$ cat src/rtl/sal_ddr2_pkg.sv
// Shared types and defaults for the DDR2 read-return path.
// The tag id field width fixes the widest AXI ID the tag FIFO can carry.
package sal_ddr2_pkg;

    localparam int DEF_DATA_W     = 128;
    localparam int DEF_ID_W       = 4;
    localparam int DEF_TAG_DEPTH  = 8;
    localparam int DEF_DATA_DEPTH = 16;
    localparam int LEN_W          = 4;
    localparam int TAG_ID_W       = DEF_ID_W;

    localparam logic [1:0] RRESP_OKAY = 2'b00;

    typedef struct packed {
        logic [TAG_ID_W-1:0] id;
        logic [LEN_W-1:0]    len;
    } rd_tag_t;

    // Number of data beats a command occupies (len is beats minus one).
    function automatic logic [LEN_W:0] beats_of(input logic [LEN_W-1:0] len);
        return (LEN_W+1)'(len) + (LEN_W+1)'(1);
    endfunction

endpackage

$ cat src/rtl/sal_sync_fifo.sv
// Synchronous FIFO with a registered head word: rd_data_o always holds the
// oldest entry, so a word written into an empty FIFO is visible next cycle.
module sal_sync_fifo #(
    parameter int WIDTH = 8,
    parameter int DEPTH = 4
) (
    input  logic             clk_i,
    input  logic             rst_i,
    input  logic             wr_en_i,
    input  logic [WIDTH-1:0] wr_data_i,
    input  logic             rd_en_i,
    output logic [WIDTH-1:0] rd_data_o,
    output logic             empty_o,
    output logic             full_o
);

    // Pointers wrap naturally, so DEPTH is expected to be a power of two.
    localparam int AW = (DEPTH > 1) ? $clog2(DEPTH) : 1;
    localparam int CW = $clog2(DEPTH + 1);

    logic [WIDTH-1:0] mem_q [DEPTH];
    logic [WIDTH-1:0] head_q, head_d;
    logic [AW-1:0]    wr_ptr_q, wr_ptr_d;
    logic [AW-1:0]    rd_ptr_q, rd_ptr_d;
    logic [CW-1:0]    count_q, count_d;
    logic             push, pop;

    assign empty_o   = (count_q == '0);
    assign full_o    = (count_q == CW'(DEPTH));
    assign rd_data_o = head_q;

    always_comb begin
        pop      = rd_en_i && !empty_o;
        push     = wr_en_i && (!full_o || pop);
        rd_ptr_d = rd_ptr_q + AW'(pop);
        wr_ptr_d = wr_ptr_q + AW'(push);
        count_d  = count_q + CW'(push) - CW'(pop);
        // The new head is the incoming word when the FIFO is (or becomes) empty.
        head_d   = (push && (wr_ptr_q == rd_ptr_d)) ? wr_data_i : mem_q[rd_ptr_d];
    end

    always_ff @(posedge clk_i) begin
        if (push) begin
            mem_q[wr_ptr_q] <= wr_data_i;
        end
        head_q <= head_d;
    end

    always_ff @(posedge clk_i) begin
        if (rst_i) begin
            wr_ptr_q <= '0;
            rd_ptr_q <= '0;
            count_q  <= '0;
        end else begin
            wr_ptr_q <= wr_ptr_d;
            rd_ptr_q <= rd_ptr_d;
            count_q  <= count_d;
        end
    end

endmodule

$ cat src/rtl/sal_dfi_rd_return.sv
// DFI read-data return: buffers unstallable DFI beats and replays them as AXI R
// bursts, using a tag FIFO of issued commands and a beat reservation counter.
module sal_dfi_rd_return
    import sal_ddr2_pkg::*;
#(
    parameter int DATA_W     = DEF_DATA_W,
    parameter int ID_W       = DEF_ID_W,
    parameter int TAG_DEPTH  = DEF_TAG_DEPTH,
    parameter int DATA_DEPTH = DEF_DATA_DEPTH
) (
    input  logic              clk,
    input  logic              rst,
    input  logic              cmd_valid,
    output logic              cmd_ready,
    input  logic [ID_W-1:0]   cmd_id,
    input  logic [LEN_W-1:0]  cmd_len,
    input  logic              dfi_rddata_valid,
    input  logic [DATA_W-1:0] dfi_rddata,
    output logic              rvalid,
    input  logic              rready,
    output logic [ID_W-1:0]   rid,
    output logic [DATA_W-1:0] rdata,
    output logic [1:0]        rresp,
    output logic              rlast,
    output logic              ovf_err
);

    localparam int RW = $clog2(DATA_DEPTH + 1);

    rd_tag_t           tag_in;
    rd_tag_t           tag_head;
    logic              tag_full, tag_empty;
    logic [DATA_W-1:0] data_head;
    logic              data_full, data_empty;

    logic [RW-1:0]     resv_q, resv_d;
    logic [LEN_W-1:0]  beat_q, beat_d;
    logic              ovf_q, ovf_d;

    logic              fits;
    logic              cmd_acc;
    logic              r_hs;
    logic              head_last;

    always_comb begin
        tag_in.id  = TAG_ID_W'(cmd_id);
        tag_in.len = cmd_len;
    end

    // A command is only taken if every one of its beats already has a buffer slot.
    assign fits      = ((RW+1)'(resv_q) + (RW+1)'(beats_of(cmd_len))) <= (RW+1)'(DATA_DEPTH);
    assign cmd_ready = !tag_full && fits;
    assign cmd_acc   = cmd_valid && cmd_ready;

    assign rvalid    = !data_empty && !tag_empty;
    assign r_hs      = rvalid && rready;
    assign head_last = (beat_q == tag_head.len);

    assign rid   = rvalid ? ID_W'(tag_head.id) : '0;
    assign rdata = rvalid ? data_head : '0;
    assign rlast = rvalid && head_last;
    assign rresp = RRESP_OKAY;
    assign ovf_err = ovf_q;

    sal_sync_fifo #(
        .WIDTH ($bits(rd_tag_t)),
        .DEPTH (TAG_DEPTH)
    ) u_tag_fifo (
        .clk_i     (clk),
        .rst_i     (rst),
        .wr_en_i   (cmd_acc),
        .wr_data_i (tag_in),
        .rd_en_i   (r_hs && head_last),
        .rd_data_o (tag_head),
        .empty_o   (tag_empty),
        .full_o    (tag_full)
    );

    sal_sync_fifo #(
        .WIDTH (DATA_W),
        .DEPTH (DATA_DEPTH)
    ) u_data_fifo (
        .clk_i     (clk),
        .rst_i     (rst),
        .wr_en_i   (dfi_rddata_valid),
        .wr_data_i (dfi_rddata),
        .rd_en_i   (r_hs),
        .rd_data_o (data_head),
        .empty_o   (data_empty),
        .full_o    (data_full)
    );

    always_comb begin
        resv_d = resv_q + (cmd_acc ? RW'(beats_of(cmd_len)) : '0) - RW'(r_hs);
        beat_d = beat_q;
        if (r_hs) begin
            beat_d = head_last ? '0 : beat_q + LEN_W'(1);
        end
        // A beat that meets a full buffer is only lost if nothing drains this cycle.
        ovf_d = ovf_q || (dfi_rddata_valid && data_full && !r_hs);
    end

    always_ff @(posedge clk) begin
        if (rst) begin
            resv_q <= '0;
            beat_q <= '0;
            ovf_q  <= 1'b0;
        end else begin
            resv_q <= resv_d;
            beat_q <= beat_d;
            ovf_q  <= ovf_d;
        end
    end

endmodule
$ cat config.mk
export PLATFORM = sky130hd
export DESIGN_NAME = sal_dfi_rd_return
export DESIGN_NICKNAME = d
export VERILOG_FILES = /design/src/rtl/sal_ddr2_pkg.sv /design/src/rtl/sal_sync_fifo.sv /design/src/rtl/sal_dfi_rd_return.sv
export SDC_FILE = /design/constraint.sdc
export NUM_CORES = 2
export LEC_CHECK = 0
export BUFFER_PORTS_ARGS = -buffer_cell sky130_fd_sc_hd__buf_2
export CAP_MARGIN = 20
export CORE_MARGIN = 4
export CORE_UTILIZATION = 56
export CTS_CLUSTER_SIZE = 8
export DETAILED_ROUTE_END_ITERATION = 8
export PLACE_DENSITY = 0.77
export SLEW_MARGIN = 20
export SYNTH_ARGS = -nofsm -noshare
export SYNTH_HDL_FRONTEND = slang
export SYNTH_SLANG_ARGS = --single-unit
$ cat constraint.sdc
create_clock -name clk -period 11.8 [get_ports clk]
set_input_delay 0.59 -clock clk [delete_from_list [all_inputs] [get_ports clk]]
set_output_delay 0.59 -clock clk [all_outputs]
set_load 0.01 [all_outputs]
Yosys cells after proc, flatten, opt, wreduce, memory -nomap -nowiden. Memories as Yosys holds them, arrays and structs flattened. A register that Yosys moved wholly into a read port is not among the register bits. Index checks and enable logic that the tools add are counted.

Flip-flop bits (word level): 33. Latch bits: 0. Memory bits (writable): 2112. Bits in read-only memories: 0. Bits of input ports: 141. Output and inout bits: 138. Logic and storage cells: 58. Memories: 2.

$add $sub $neg: 13. Multiply operators: 0. Divide/modulo/power cells: 0. Order comparisons: 1. Eq/ne operators: 3. Shifts and indexed selects: 0. Mux-type cells: 8. Bitwise operators: 0. Reductions and logical operators: 22.

Memory list: u_data_fifo.mem_q (words 16, width 128, read ports 1, clocked after memory_dff 1, wr ports 1, line sal_sync_fifo.sv:21) `logic [WIDTH-1:0] mem_q [DEPTH];`; u_tag_fifo.mem_q (words 8, width 8, read ports 1, clocked after memory_dff 1, wr ports 1, line sal_sync_fifo.sv:21).

Operators with widths (count): 128-bit two-way mux (1); 4-bit by 1-bit adder with 4-bit output (3); 1-bit logical AND (12); 5-bit by 1-bit subtractor with 5-bit output (2); 4-bit two-way mux (2); 3-bit by 1-bit adder with 3-bit output (2); 5-bit by 5-bit adder with 6-bit output (1); 6-bit by 5-bit <= comparator with 1-bit output, second input constant (1); 4-bit by 1-bit adder with 5-bit output, second input constant (1); 5-bit by 1-bit adder with 5-bit output (1); 5-bit adder (1); 5-bit == test, second input constant (1); 1-bit zero test (5); 5-bit zero test (1); 5-bit two-way mux (1); 4-bit by 1-bit adder with 4-bit output, second input constant (1); 4-bit == test (1); 4-bit == test, second input constant (1); 4-bit zero test (1); 1-bit two-way mux (4); 4-bit by 1-bit subtractor with 4-bit output (1); 1-bit logical OR (3).

Logic depth before layout (Yosys ltp).
Depth in word-level cells: 10. Gate-level depth with buffers: 22.

Cells and area by module. Synthesis repeated with hierarchy kept, for this count alone.

Cells, all modules: 3875. Area total of the unflattened synthesis: 82959.6 µm².

By module, submodules not included: sal_sync_fifo (u_data_fifo) (times used 1, cells an instance 3448, area each 77976.0 µm², seq. area each 61839.3 µm²); sal_sync_fifo (u_tag_fifo) (times used 1, cells an instance 160, area each 3134.3 µm², seq. area each 2182.1 µm²); sal_dfi_rd_return (times used 1, cells an instance 267, area each 1849.3 µm², seq. area each 200.2 µm²).

Worst setup path after synthesis. No wires, ideal clock.

Path type: register -> register. Start: register u_data_fifo.count_q[2]. End: memory u_data_fifo.mem_q[0][0] (netlist name) (enable). Library setup time: 0.772 ns. Arrival time: 10.346 ns. Path slack: 0.682 ns. Cell stages (with the launch flop): 8. Buffers on the path: 0. Period minus slack after synthesis: 11.118 ns. Path through: dfxtp_1 -> inv_1 -> ha_1 -> or3b_2 -> nor2_1 -> a21boi_0 -> or3b_2 -> nor3_1.

Cells in the longest elaborated chain, start to end: 9. Elaborated cells on any way between the ends: 11. Those cells by class: eq/ne: 1; mux: 2; reduce/logical: 8.

RTL lines: start: declaration (line sal_sync_fifo.sv:25) `logic [CW-1:0] count_q, count_d;`; start signal: assignment (line sal_sync_fifo.sv:57) `count_q <= count_d;`; 5-bit zero test (line sal_sync_fifo.sv:28) `assign empty_o = (count_q == '0);`; 1-bit zero test (line sal_sync_fifo.sv:33, sal_dfi_rd_return.sv:55); 1-bit logical AND (line sal_dfi_rd_return.sv:55) `assign rvalid = !data_empty && !tag_empty;`; 1-bit logical AND (line sal_dfi_rd_return.sv:56) `assign r_hs = rvalid && rready;`; 1-bit logical AND (line sal_sync_fifo.sv:33) `pop = rd_en_i && !empty_o;`; 1-bit logical OR (*) (line sal_sync_fifo.sv:34) `push = wr_en_i && (!full_o || pop);`; 1-bit logical AND (*) (line sal_sync_fifo.sv:34); 1-bit two-way mux (*) (line sal_sync_fifo.sv:43) `if (push) begin`; 1-bit two-way mux (implied by the code) (*) (line sal_sync_fifo.sv:44) `mem_q[wr_ptr_q] <= wr_data_i;`; end: declaration (line sal_sync_fifo.sv:21).

Mark *: on every way between the ends. The rest lies on a longest branch, timed or not.

==> impl_metrics.py <==
metrics = {
    "global_route": {
        "antenna_found_initial": 47,
        "grt_pass1_wl_um": 284200,
        "grt_use_total_pct": 25.94,
        "grt_pass1_vias": 40680,
        "grt_overflow": 0,
        "grt_max_degree": 162,
    },
    "floorplan": {
        "die-width_um": 391.3,
        "ios": 279,
        "coreArea_um2": 145700,
        "dieArea_um2": 153100,
        "die_h_um": 391.3,
        "num_rows": 140,
        "start_util_pct": 56.45,
    },
    "timing": {
        "final_hold_viol_count": 0,
        "post-route-period-util_pct": 49.77,
        "max_freq_mhz": 170.3,
        "fin_tns_setup_ns": 0,
        "slew_headroom_pct": 17.94,
        "skew_ns": 0.04423,
        "final_max_slew_viol_count": 0,
        "period_minus_slack_ns": 5.873,
        "rsz0062_at_grt": "no",
        "tightest_slew_ns": 1.231,
        "setup_violations": 0,
        "setup_ws_ns": 5.927,
    },
    "logic_synthesis": {
        "yosysWarnings": 0,
        "yosys_register_bits": 2152,
        "yosys.area_share.simple_pct": 1.668,
        "synthXorXnorAreaFrac_pct": 0.2236,
        "synth_top_family_by_area": "multiplexers",
        "synthCells": 3344,
        "yosys.area_share.adder_pct": 0.6448,
        "yosysSeqAreaShare_pct": 78.06,
        "synth_mux_area_share_pct": 18.07,
        "synthDistinctLibCells": 42,
        "synth_compound_area_share_pct": 0.2038,
        "ys_dominant_reg_cell": "edfxtp_1",
        "synthArstFlopShare_pct": 0,
        "synth_edf_count": 2112,
        "synth_area_um2": 82270,
        "syn_avg_cell_area_um2": 24.60,
    },
    "detailed_routing": {
        "vias_per_cell": 6.578,
        "drc": 0,
        "routedWlPerCell_um": 33.32,
        "first_pass_iters": 5,
        "drt-initial-drc-count": 4632,
        "vias": 38320,
        "ant_nets": 0,
        "wl_um": 194100,
    },
    "placement": {
        "placedCellCount": 5419,
        "post-dp-hpwl_um": 85720,
        "numPortBuffers": 276,
        "place_congestion": 0.7358,
        "post-place-ws_ns": 6.692,
    },
    "pwr": {
        "power_frac_clock_pct": 38.6,
        "max-vdd-ir-drop_uv": 189.1,
        "p_int_mw": 15.15,
        "p_comb_share_pct": 17.6,
        "p_per_area_nw_per_um2": 212.2,
        "p_total_mw": 20.07,
        "power_frac_seq_pct": 43.8,
        "p_leak_nw": 29.75,
        "sw_frac_of_total_pct": 24.54,
        "p_switching_mw": 4.925,
    },
    "cts": {
        "root_buffer": "clkbuf_16",
        "htree_levels": 5,
        "insertion_delay_ns": 0.89,
        "cts_tree": "built",
        "cts_made_buffers": 319,
        "cts_num_sinks": 2152,
        "clk_pin_slew_ns": 0.05,
        "cts_setup_buffers": 0,
        "cts_buffer_depth": 4,
    },
    "worst_setup_path": {
        "crit_type": "reg2out",
        "crit_path_end_kind": "primary output",
        "crit_fanout": 116,
        "cp.arrival_ns": 5.28,
        "start_kind": "register",
        "cp.required_ns": 11.21,
    },
    "worst_hold_path": {
        "hold_path.class": "in2reg",
    },
    "outcome": {
        "outcome": "finished, final reports clean",
    },
    "finish": {
        "fillCellCount": 9017,
        "nets": 4030,
        "ff_latch_area_um2": 64240,
        "final_util_pct": 64.89,
        "multiInputGateArea_um2": 17250,
        "finalNonFillerCells": 5825,
        "final_cell_mix": "2112 x edfxtp_1, 654 x mux4_2, 324 x clkbuf_16",
        "drive_gt1_share_pct": 34.42,
        "areaGrowthSynthToFinish_pct": 14.95,
        "layout_commonest_cell": "edfxtp_1",
    },
    "flow_run": {
        "maxCapViolCount": 0,
    },
}
[sequential cells by signal, indices dropped and copies added (netlist names), 4 cells and up, named ones only]
register / cells
beat_q: 4
u_tag_fifo.mem_q: 64
resv_q: 5
u_data_fifo.count_q: 5
u_data_fifo.wr_ptr_q: 4
u_tag_fifo.count_q: 4
u_data_fifo.rd_ptr_q: 4
u_data_fifo.mem_q: 2048
[path summary, 6_finish.rpt]
check	start	endpoint	slack, ns	cells after the start
setup / recovery	register	rdata[117]	5.93	7
hold / removal	dfi_rddata[80]	u_data_fifo.mem_q[3][80]$_DFFE_PP_	0.07	1
setup reg to reg	u_data_fifo.count_q[2]$_SDFF_PP0_	u_data_fifo.mem_q[1][117]$_DFFE_PP_	6.87	9
hold reg to reg	u_tag_fifo.rd_ptr_q[2]$_SDFF_PP0_	register	0.44	1
[routing by layer]
layer | vias up | part of all wire [%] | global-route usage, %
met2 | 2167 | 50 | 41.76
met3 | 375 | 9.3 | 7.329
li1 | 15230 | - | -
met5 | - | 0.059 | 0
met4 | 18 | 2.6 | 7.928
met1 | 20530 | 38 | 35.13
[cell usage after synthesis, drive strengths merged, types with 8 or more instances]
cell type,number,area [um^2]
and2,129,807.0
a21oi,8,40.04
inv,33,123.9
nor2b,17,106.4
mux4,654,14730
clkbuf,77,289.0
xnor2,8,70.07
mux2i,14,140.1
nor2,36,135.1
nand3,9,45.04
buf,91,508.0
dfxtp,40,800.8
ha,36,450.4
nand2,15,56.30
edfxtp,2112,63420
xor2,13,113.9
[logic make-up after synthesis]
| logic type | count (synthesis) |
|---|---|
| flops | 2152 |
| fa+ha+maj | 40 |
| buf+inv | 201 |
| mux | 668 |
| simple gates | 235 |
| xor+xnor | 21 |
| compound gates | 26 |
| other cells | 1 |
[repair_timing]
action	4_1_cts	5_1_grt
hold endpoints to repair	191	0
hold buffers	26	0
resized for setup	0	0
[layout make-up]
class | instances | area share [%]
diodes | 26 | 0.06880
clock buffers | 348 | 8.669
clock inverters | 6 | 0.07012
inverters | 33 | 0.1363
multi-input cells | 992 | 18.24
flip-flops and latches | 2152 | 67.93
well taps | 1917 | 2.536
repair buffers | 351 | 2.350
[metrics by stage]
step / hold WS [ns] / instance area, um^2
6_report: 0.06947 / 94570
3_3_place_gp: 0.4261 / 85970
4_1_cts: 0.0002540 / 94490
3_5_place_dp: 0.4313 / 85970
2_1_floorplan: 0.4157 / 82270
5_1_grt: 0.04060 / 94530
[worst max-delay path, stage by stage (launching register included)]
cell	delay, ns
dfxtp_4	0.81
buf_12	0.54
buf_4	0.62
buf_12	0.58
mux4_2	0.63
mux4_2	0.48
and2_1	0.21
buf_2	0.17
[power groups by stage]
| stage | clock network, mW | logic [mW] | registers [mW] |
|---|---|---|---|
| after global placement | 0 | 3.48 | 8.91 |
| final | 7.75 | 3.53 | 8.80 |
| after detailed placement | 0 | 3.53 | 8.92 |
| after global routing | 8.24 | 3.81 | 8.80 |
| after floorplan | 0 | 2.43 | 8.91 |
| after CTS | 7.87 | 3.59 | 8.80 |
(Power assumes the default switching activity.)
